**config.mk**
```make
export PLATFORM = sky130hd
export DESIGN_NAME = pc_fetch_ctrl
export DESIGN_NICKNAME = d
export VERILOG_FILES = /design/src/rtl/pc_fetch_ctrl.sv
export SDC_FILE = /design/constraint.sdc
export NUM_CORES = 1
export LEC_CHECK = 0
export CAP_MARGIN = 20
export CORE_MARGIN = 10
export CORE_UTILIZATION = 50
export DETAILED_ROUTE_END_ITERATION = 8
export PLACE_DENSITY = 0.81
export REMOVE_ABC_BUFFERS = 1
export SETUP_SLACK_MARGIN = 0.15
export SLEW_MARGIN = 20
export SYNTH_ARGS = -nofsm -noshare
export SYNTH_HDL_FRONTEND = slang
export SYNTH_SLANG_ARGS = --single-unit
```
**constraint.sdc**
```tcl
create_clock -name clk -period 6.9 [get_ports clk]
set_clock_uncertainty 0.05 [all_clocks]
set_input_delay 0.69 -clock clk [delete_from_list [all_inputs] [get_ports clk]]
set_output_delay 0.69 -clock clk [all_outputs]
set_load 0.005 [all_outputs]
```
**src/rtl/pc_fetch_ctrl.sv**
```systemverilog
`timescale 1ns/1ps
// Instruction-fetch sequencer: owns the PC, issues imem requests over req/ack,
// holds one word across IF/ID stalls and applies prioritised redirects.
module pc_fetch_ctrl #(
  parameter logic [31:0] RESET_PC = 32'h0000_3000,
  parameter logic [31:0] EXC_PC   = 32'h0000_4180,
  parameter int unsigned TIMEOUT  = 16
) (
  input  logic        clk,
  input  logic        reset,
  input  logic        stall,
  input  logic        redir_valid,
  input  logic [31:0] redir_target,
  input  logic        exc_req,
  input  logic        eret_req,
  input  logic [31:0] epc,
  input  logic        imem_ack,
  input  logic [31:0] imem_rdata,
  output logic        imem_req,
  output logic [31:0] imem_addr,
  output logic [31:0] instr_out,
  output logic [31:0] pc_out,
  output logic        instr_valid,
  output logic        fetch_err
);

  typedef enum logic [1:0] {S_IDLE, S_REQ, S_HOLD, S_DRAIN} state_t;

  // The abort fires on the edge where the counter would step to TIMEOUT-1.
  localparam logic [7:0] CNT_LAST = 8'(TIMEOUT - 2);

  state_t      r_state;
  logic        r_imem_req;
  logic [31:0] r_imem_addr;
  logic [31:0] r_instr;
  logic [31:0] r_pc;
  logic        r_valid;
  logic        r_err;
  logic [31:0] r_skid_instr;
  logic [31:0] r_skid_pc;
  logic [31:0] r_tgt;
  logic [7:0]  r_cnt;

  logic        w_redir;
  logic [31:0] w_raw_tgt;
  logic        w_misalign;
  logic [31:0] w_tgt;
  logic        w_busy;
  logic        w_timeout;

  always_comb begin
    // NOTE: every always_comb output gets a default first so no latch is inferred.
    w_raw_tgt = redir_target;
    if (exc_req)       w_raw_tgt = EXC_PC;
    else if (eret_req) w_raw_tgt = epc;
  end

  assign w_redir    = exc_req | eret_req | redir_valid;
  assign w_misalign = w_redir && (w_raw_tgt[1:0] != 2'b00);
  assign w_tgt      = w_misalign ? EXC_PC : w_raw_tgt;
  assign w_busy     = (r_state == S_REQ) || (r_state == S_DRAIN);
  assign w_timeout  = w_busy && !imem_ack && (r_cnt == CNT_LAST);

  // NOTE: sequential state uses non-blocking (<=) so every register sees pre-edge values.
  always_ff @(posedge clk or negedge reset) begin
    if (!reset) begin
      r_state      <= S_IDLE;
      r_imem_req   <= 1'b0;
      r_imem_addr  <= RESET_PC;
      r_instr      <= '0;
      r_pc         <= '0;
      r_valid      <= 1'b0;
      r_err        <= 1'b0;
      r_skid_instr <= '0;
      r_skid_pc    <= '0;
      r_tgt        <= '0;
      r_cnt        <= '0;
    end else begin
      r_err <= 1'b0;
      if (w_redir) begin
        r_valid      <= 1'b0;
        r_skid_instr <= '0;
        r_skid_pc    <= '0;
      end
      if (w_timeout) begin
        // Abandon the fetch (and any latched target); one idle cycle, then EXC_PC.
        r_err       <= 1'b1;
        r_imem_req  <= 1'b0;
        r_imem_addr <= EXC_PC;
        r_valid     <= 1'b0;
        r_cnt       <= '0;
        r_state     <= S_IDLE;
      end else begin
        case (r_state)
          S_IDLE: begin
            r_imem_req <= 1'b1;
            r_cnt      <= '0;
            if (w_redir) begin
              r_imem_addr <= w_tgt;
              r_err       <= w_misalign;
            end
            r_state <= S_REQ;
          end
          S_REQ: begin
            if (w_redir) begin
              r_err <= w_misalign;
              if (imem_ack) begin
                r_imem_addr <= w_tgt;
                r_cnt       <= '0;
              end else begin
                r_tgt   <= w_tgt;
                r_cnt   <= r_cnt + 8'd1;
                r_state <= S_DRAIN;
              end
            end else if (imem_ack) begin
              r_cnt <= '0;
              if (!r_valid || !stall) begin
                r_instr     <= imem_rdata;
                r_pc        <= r_imem_addr;
                r_valid     <= 1'b1;
                r_imem_addr <= r_imem_addr + 32'd4;
              end else begin
                r_skid_instr <= imem_rdata;
                r_skid_pc    <= r_imem_addr;
                r_imem_req   <= 1'b0;
                r_state      <= S_HOLD;
              end
            end else begin
              r_cnt <= r_cnt + 8'd1;
              if (r_valid && !stall) r_valid <= 1'b0;
            end
          end
          S_HOLD: begin
            if (w_redir) begin
              r_imem_req  <= 1'b1;
              r_imem_addr <= w_tgt;
              r_err       <= w_misalign;
              r_cnt       <= '0;
              r_state     <= S_REQ;
            end else if (!stall) begin
              r_instr     <= r_skid_instr;
              r_pc        <= r_skid_pc;
              r_imem_req  <= 1'b1;
              r_imem_addr <= r_skid_pc + 32'd4;
              r_cnt       <= '0;
              r_state     <= S_REQ;
            end
          end
          S_DRAIN: begin
            // The returning word belongs to the squashed path and is dropped.
            if (imem_ack) begin
              r_imem_addr <= w_redir ? w_tgt : r_tgt;
              r_err       <= w_redir & w_misalign;
              r_cnt       <= '0;
              r_state     <= S_REQ;
            end else begin
              r_cnt <= r_cnt + 8'd1;
              if (w_redir) begin
                r_tgt <= w_tgt;
                r_err <= w_misalign;
              end
            end
          end
          default: r_state <= S_IDLE;
        endcase
      end
    end
  end

  assign imem_req    = r_imem_req;
  assign imem_addr   = r_imem_addr;
  assign instr_out   = r_instr;
  assign pc_out      = r_pc;
  assign instr_valid = r_valid;
  assign fetch_err   = r_err;

endmodule
```
## After elaboration in Yosys (flattened, before gate mapping)

Cells that the tools add are included.

| word-level totals | value |
|---|---|
| logic and storage cells | 135 |
| output and inout bits | 99 |
| input bits | 103 |
| bits in writable memories | 0 |
| memories | 0 |
| memory bits (read-only) | 0 |
| flip-flop bits (word level) | 205 |
| latch bits | 0 |

| cells by class | value |
|---|---|
| reductions and logical operators | 21 |
| order comparisons | 0 |
| div/mod/pow operators | 0 |
| add/sub/neg operators | 3 |
| mux-type cells | 74 |
| multiply operators | 0 |
| eq/ne operators | 22 |
| shift operators | 0 |
| bitwise logic cells | 4 |

Operator list:

| operator | number |
|---|---|
| $mux W32 | 38 |
| $pmux W32 S2 | 3 |
| $pmux W32 S4 | 1 |
| $add A32 B3 Y32 const B | 2 |
| $mux W8 | 4 |
| $pmux W8 S3 | 1 |
| $reduce_and A5 Y1 | 4 |
| $mux W1 | 16 |
| $mux W2 | 8 |
| $ne A4 B4 Y1 const B | 4 |
| $ne A3 B3 Y1 const B | 5 |
| $ne A2 B2 Y1 const B | 7 |
| $add A8 B1 Y8 const B | 1 |
| $eq A8 B4 Y1 const B | 1 |
| $pmux W2 S4 | 1 |
| $reduce_and A7 Y1 | 1 |
| $reduce_bool A2 Y1 | 3 |
| $eq A2 B2 Y1 const B | 2 |
| $logic_and A1 B1 Y1 | 4 |
| $ne A4 B3 Y1 const B | 1 |
| $reduce_bool A4 Y1 | 1 |
| $logic_not A1 Y1 | 3 |
| $pmux W1 S3 | 1 |
| $reduce_or A3 Y1 | 1 |
| 9 further kinds | 11 |

## Logic depth before layout (Yosys ltp)

| logic depth | value |
|---|---|
| word-level depth | 9 |
| depth in mapped cells | 11 |
| depth with buffers taken out | 7 |

## Least setup slack after synthesis

OpenSTA, ideal clock, no wires.

| path | value |
|---|---|
| path type | input-to-reg |
| start | input port eret_req |
| end | register r_imem_addr[15] (netlist: imem_addr[15]) |
| slack | 4412 ps |
| stages on the path | 8 |
| path buffers | 3 |
| setup time | 135 ps |
| arrival | 2303 ps |
| cells stage by stage | buf_6 > or3_4 > or4_4 > and4_4 > buf_6 > buf_6 > o21ai_0 > a31oi_1 |

| on the way | value |
|---|---|
| word-level cells in the longest chain between the ends | 9 |
| elaborated cells on any way between the ends | 19 |
| classes of those cells | 3 x eq/ne; 11 x mux; 2 x bitwise; 3 x reduce/logical |

Ends and longest elaborated chain:

| element | RTL line | text |
|---|---|---|
| from (decl) | 15 | `input logic eret_req,` |
| $mux W32 | 55 | `else if (eret_req) w_raw_tgt = epc;` |
| $mux W32 | 54 | `if (exc_req) w_raw_tgt = EXC_PC;` |
| $reduce_bool A2 Y1 | 59 | `assign w_misalign = w_redir && (w_raw_tgt[1:0] != 2'b00);` |
| $logic_and A1 B1 Y1 | 59 |  |
| $mux W32 | 60 | `assign w_tgt = w_misalign ? EXC_PC : w_raw_tgt;` |
| $mux W32, on equally long branches | 98, 107 |  |
| $mux W32, on equally long branches | 151, 105 |  |
| $pmux W32 S4 | 94 | `case (r_state)` |
| $mux W32 | 85 | `if (w_timeout) begin` |
| to (signal assigned) | 99 | `r_imem_addr <= w_tgt;` |
| to (signal assigned) | 108 | `r_imem_addr <= w_tgt;` |
| to (signal assigned) | 152 | `r_imem_addr <= w_redir ? w_tgt : r_tgt;` |
| to (decl) | 34 | `logic [31:0] r_imem_addr;` |

Parallel ways exist; a longest one is shown, timed or not. The select of a mux whose other input is x is not followed.
A chain may end at the register's enable or synchronous reset.

## Final worst setup path

| path | value |
|---|---|
| start | register r_state[0] |
| end | register r_pc[18] (netlist: pc_out[18]) |

| on the way | value |
|---|---|
| word-level cells in the longest chain between the ends | 6 |
| elaborated cells on any way between the ends | 15 |
| classes of those cells | 8 x eq/ne; 1 x mux; 1 x bitwise; 5 x reduce/logical |

Ends and longest elaborated chain:

| element | RTL line | text |
|---|---|---|
| from (decl) | 32 | `state_t r_state;` |
| from (signal assigned) | 67 | `r_state <= S_IDLE;` |
| from (signal assigned) | 92 | `r_state <= S_IDLE;` |
| from (signal assigned) | 102 | `r_state <= S_REQ;` |
| $eq A2 B1 Y1 or $eq A2 B2 Y1 (tied branches) | 61, 94 |  |
| $logic_or A1 B1 Y1 | 61 | `assign w_busy = (r_state == S_REQ) \|\| (r_state == S_DRAIN);` |
| $logic_and A1 B1 Y1 (2 in a row) | 62 | `assign w_timeout = w_busy && !imem_ack && (r_cnt == CNT_LAST);` |
| $not A1 Y1 (no line) | -- |  |
| $reduce_and A7 Y1 (no line) | -- |  |
| to (signal assigned) | 119 | `r_pc <= r_imem_addr;` |
| to (signal assigned) | 142 | `r_pc <= r_skid_pc;` |
| to (decl) | 36 | `logic [31:0] r_pc;` |

Parallel ways exist; a longest one is shown, timed or not.

==> impl_metrics.tcl <==
set metrics [dict create \
    power_leakage_uw 0.00567 \
    cts-root-buf "clkbuf_16" \
    crit_required_ns 7.20 \
    final_common_cell "nand2_1" \
    async_flop_share 1.00 \
    cts.clk_slew.worst_paths_ns 0.06 \
    cp_slowest_cell "nor2b_4" \
    status "complete, no violations" \
    track_usage 0.242 \
    utilization 0.636 \
    fp.dieW_um 172 \
    cp-end-kind "flip-flop" \
    avgRoutedWirePerCell_um 20.3 \
    die_area_um2 29500 \
    final_antenna_net_count 0 \
    numCtsBuffers 24 \
    ys_warn_count 0 \
    synthToLayoutAreaGrowth_pct 25.2 \
    worstHoldPathType "primary input to async pin" \
    grt_setup_unrepaired "false" \
    ys_ff_latch 205 \
    vias 10800 \
    fin_setup_tns_ns 0 \
    postLayoutSetupSlackWorst_ns 3.47 \
    cts_tree "done" \
    route.detailed.drc 0 \
    seqCellArea_um2 5130 \
    crit_chain "buf_4, nor2b_4, a21oi_1, o22ai_1, nand3_4, buf_4, nand2_1, o21ai_0" \
    switching_share 0.335 \
    fp.dieH_um 172 \
    grt_max_degree 129 \
    reg2reg_from "r_state[0]" \
    netlist_area_um2 11500 \
    vias_per_cell 6.08 \
    synthCells 1340 \
    p_seq_frac 0.378 \
    htree_levels 1 \
    max_freq_mhz 291 \
    pre_cts_ws_ns 3.18 \
    crit_path_start_kind "flip-flop" \
    power_switching_uw 1590 \
    overflow 0 \
    worstPathMaxFanout 90 \
    crit_end "pc_out[18]" \
    post_dp_cell_area_um2 13600 \
    num-fill-cells 1904 \
    finalCriticalPeriod_ns 3.43 \
    antenna_found_initial 0 \
    cts_buffer_depth 3 \
    design_area_um2 14400 \
    fin_cells 1783 \
    gp_congestion 0.930 \
    hpwl_mm 24.4 \
    worstSetupPathType "flip-flop to flip-flop" \
    p_per_area_nw_per_um2 329 \
    crit_start "r_state[0]" \
    hold_viol 0 \
    place_inst 1741 \
    ir_drop_uv 157 \
    tightest_slew_ns 0.995 \
    rr_endpoint "pc_out[18]" \
    reg2reg_depth 8 \
    crit_arrival_ns 3.73 \
    core_um2 22600 \
    seq_area_frac_synth 0.446 \
    grt_pass1_vias 10700 \
    post_cts_buffers 0 \
    ctsResizeCount 0 \
    start_util 0.508 \
    ys_types 69 \
    layout_common_cells "nand2_1, dfrtp_1, clkdlybuf4s50_1" \
    hold_buffers 0 \
    synthFlopType "dfrtp_1" \
    synth-edff-count 0 \
    slew-limit-headroom 0.337 \
    power.internal_uw 3150 \
    p_clk_frac 0.275 \
    multi_input_area_um2 5890 \
    grt_pass1_wl_mm 57.6 \
    maxSlewViolCount 0 \
    routed_wirelength_mm 36.1 \
    cts_sinks 205 \
    diodes 0 \
    drv_cap 0 \
    comb_power_share 0.346 \
    reg2reg_slack_ns 3.47 \
    io_buffers 201 \
    dr.pass1.iters 7 \
    post-route-period-util 0.498 \
    clkLatencyLatePin_ns 0.52 \
    pin_count 202 \
    drt-initial-drc-count 1280 \
    setup-violations-final 0 \
    layout.nets 1589 \
    row_count 55 \
    drive_gt1_frac 0.0661 \
    slowest_delay_ns 0.72 \
    crit_top_cell "buf_4" \
    synth_area_per_cell_um2 8.58 \
]
==> power groups by stage <==
| stage | combinational, µW | clock, µW | sequential, µW |
|---|---|---|---|
| after floorplan | 726 | 0 | 1780 |
| final | 1640 | 1310 | 1790 |
| after global placement | 1590 | 0 | 1800 |
| after CTS | 1640 | 1320 | 1790 |
| after global routing | 1790 | 1380 | 1840 |
| after detailed placement | 1630 | 0 | 1810 |
==> logic make-up (layout without fill, tap and decap cells) <==
kind of cell / count (synthesis) / after routing / synth area share
buffers and inverters: 120 / 278 / 0.0447
xor gates and xnor gates: 51 / 51 / 0.0388
AOI/OAI and AO/OA: 362 / 362 / 0.186
adders and majority gates: 4 / 4 / 0.00435
and+or+nand+nor: 503 / 503 / 0.195
DFF: 205 / 205 / 0.446
muxes: 95 / 95 / 0.0851
==> through the flow <==
stage	hold WS (ns)	power [µW]
2_1_floorplan	0.344	2510
3_3_place_gp	0.404	3390
3_5_place_dp	0.413	3440
4_1_cts	0.361	4760
5_1_grt	0.326	5010
6_report	0.234	4740
==> registers in the layout, summed over array words and instances (netlist names) <==
name,flops
fetch_err,1
imem_addr,32
imem_req,1
instr_out,32
instr_valid,1
pc_out,32
r_cnt,8
r_skid_instr,32
r_skid_pc,32
r_state,2
r_tgt,32
==> worst max-delay path, delay by kind of cell (launching register included) <==
kind                   cells  cell delay, ns
and+or+nand+nor            3            1.25
AOI/OAI and AO/OA          3            0.52
buffers and inverters      2            0.82
DFF                        1            0.53
==> worst min path at each step <==
| stage | from | to | slack [ns] | cells after the start |
|---|---|---|---|---|
| 6_report | reset | instr_out[10] | 0.23 | 1 |
| 4_1_cts | reset | imem_addr[22] | 0.36 | 1 |
| 3_3_place_gp | r_tgt[8] | r_tgt[8] | 0.40 | 2 |
| 2_1_floorplan | reset | fetch_err | 0.34 | 0 |
| 5_1_grt | reset | instr_out[10] | 0.33 | 1 |
| 3_5_place_dp | r_cnt[3] | r_cnt[3] | 0.41 | 1 |
==> synth_stat cells (3+ instances only) <==
| master | number | share of area |
|---|---|---|
| nand2_1 | 299 | 0.098 |
| buf_4 | 3 | 0.0020 |
| or2_2 | 3 | 0.0016 |
| nand4_1 | 23 | 0.013 |
| nand2b_1 | 4 | 0.0022 |
| ha_1 | 4 | 0.0044 |
| nor3_2 | 3 | 0.0026 |
| xor2_1 | 18 | 0.014 |
| mux2i_1 | 73 | 0.064 |
| nor4_1 | 10 | 0.0054 |
| o21ai_0 | 136 | 0.059 |
| a31oi_1 | 12 | 0.0065 |
| a22o_1 | 3 | 0.0023 |
| nor2b_1 | 6 | 0.0033 |
| o211ai_1 | 7 | 0.0046 |
| or3_1 | 6 | 0.0033 |
| a32o_1 | 4 | 0.0035 |
| o31a_1 | 4 | 0.0030 |
| nor2_1 | 65 | 0.021 |
| a21oi_1 | 114 | 0.050 |
| and2_1 | 4 | 0.0022 |
| a211o_1 | 4 | 0.0030 |
| buf_2 | 22 | 0.0096 |
| nor3_1 | 24 | 0.010 |
| a21o_1 | 4 | 0.0026 |
| a22oi_1 | 6 | 0.0039 |
| mux2_2 | 22 | 0.022 |
| buf_1 | 6 | 0.0020 |
| dfrtp_1 | 203 | 0.44 |
| o221ai_1 | 7 | 0.0053 |
| o22ai_1 | 10 | 0.0054 |
| buf_6 | 3 | 0.0029 |
| clkbuf_1 | 66 | 0.022 |
| and3_1 | 7 | 0.0038 |
| xnor2_1 | 33 | 0.025 |
| a211oi_1 | 9 | 0.0059 |
| inv_1 | 17 | 0.0055 |
| and4_1 | 4 | 0.0030 |
| a221oi_1 | 7 | 0.0053 |
| nand3_1 | 34 | 0.015 |
| o31ai_1 | 17 | 0.011 |
==> metal layers <==
layer | vias to the layer above | part of all wire | GRT usage
li1 | 5019 | - | -
met1 | 5158 | 0.41 | 0.316
met2 | 570 | 0.46 | 0.393
met3 | 92 | 0.10 | 0.0495
met4 | 0 | 0.026 | 0.0783
met5 | - | 0 | 0
==> area by class of cell <==
class	instances	area share
clock buffer	36	0.0491
multi-input combinational	1015	0.409
timing repair buffer	218	0.149
tap	285	0.0248
clock inverter	6	0.00730
sequential	205	0.357
inverter	18	0.00469
(Power assumes the default switching activity.)
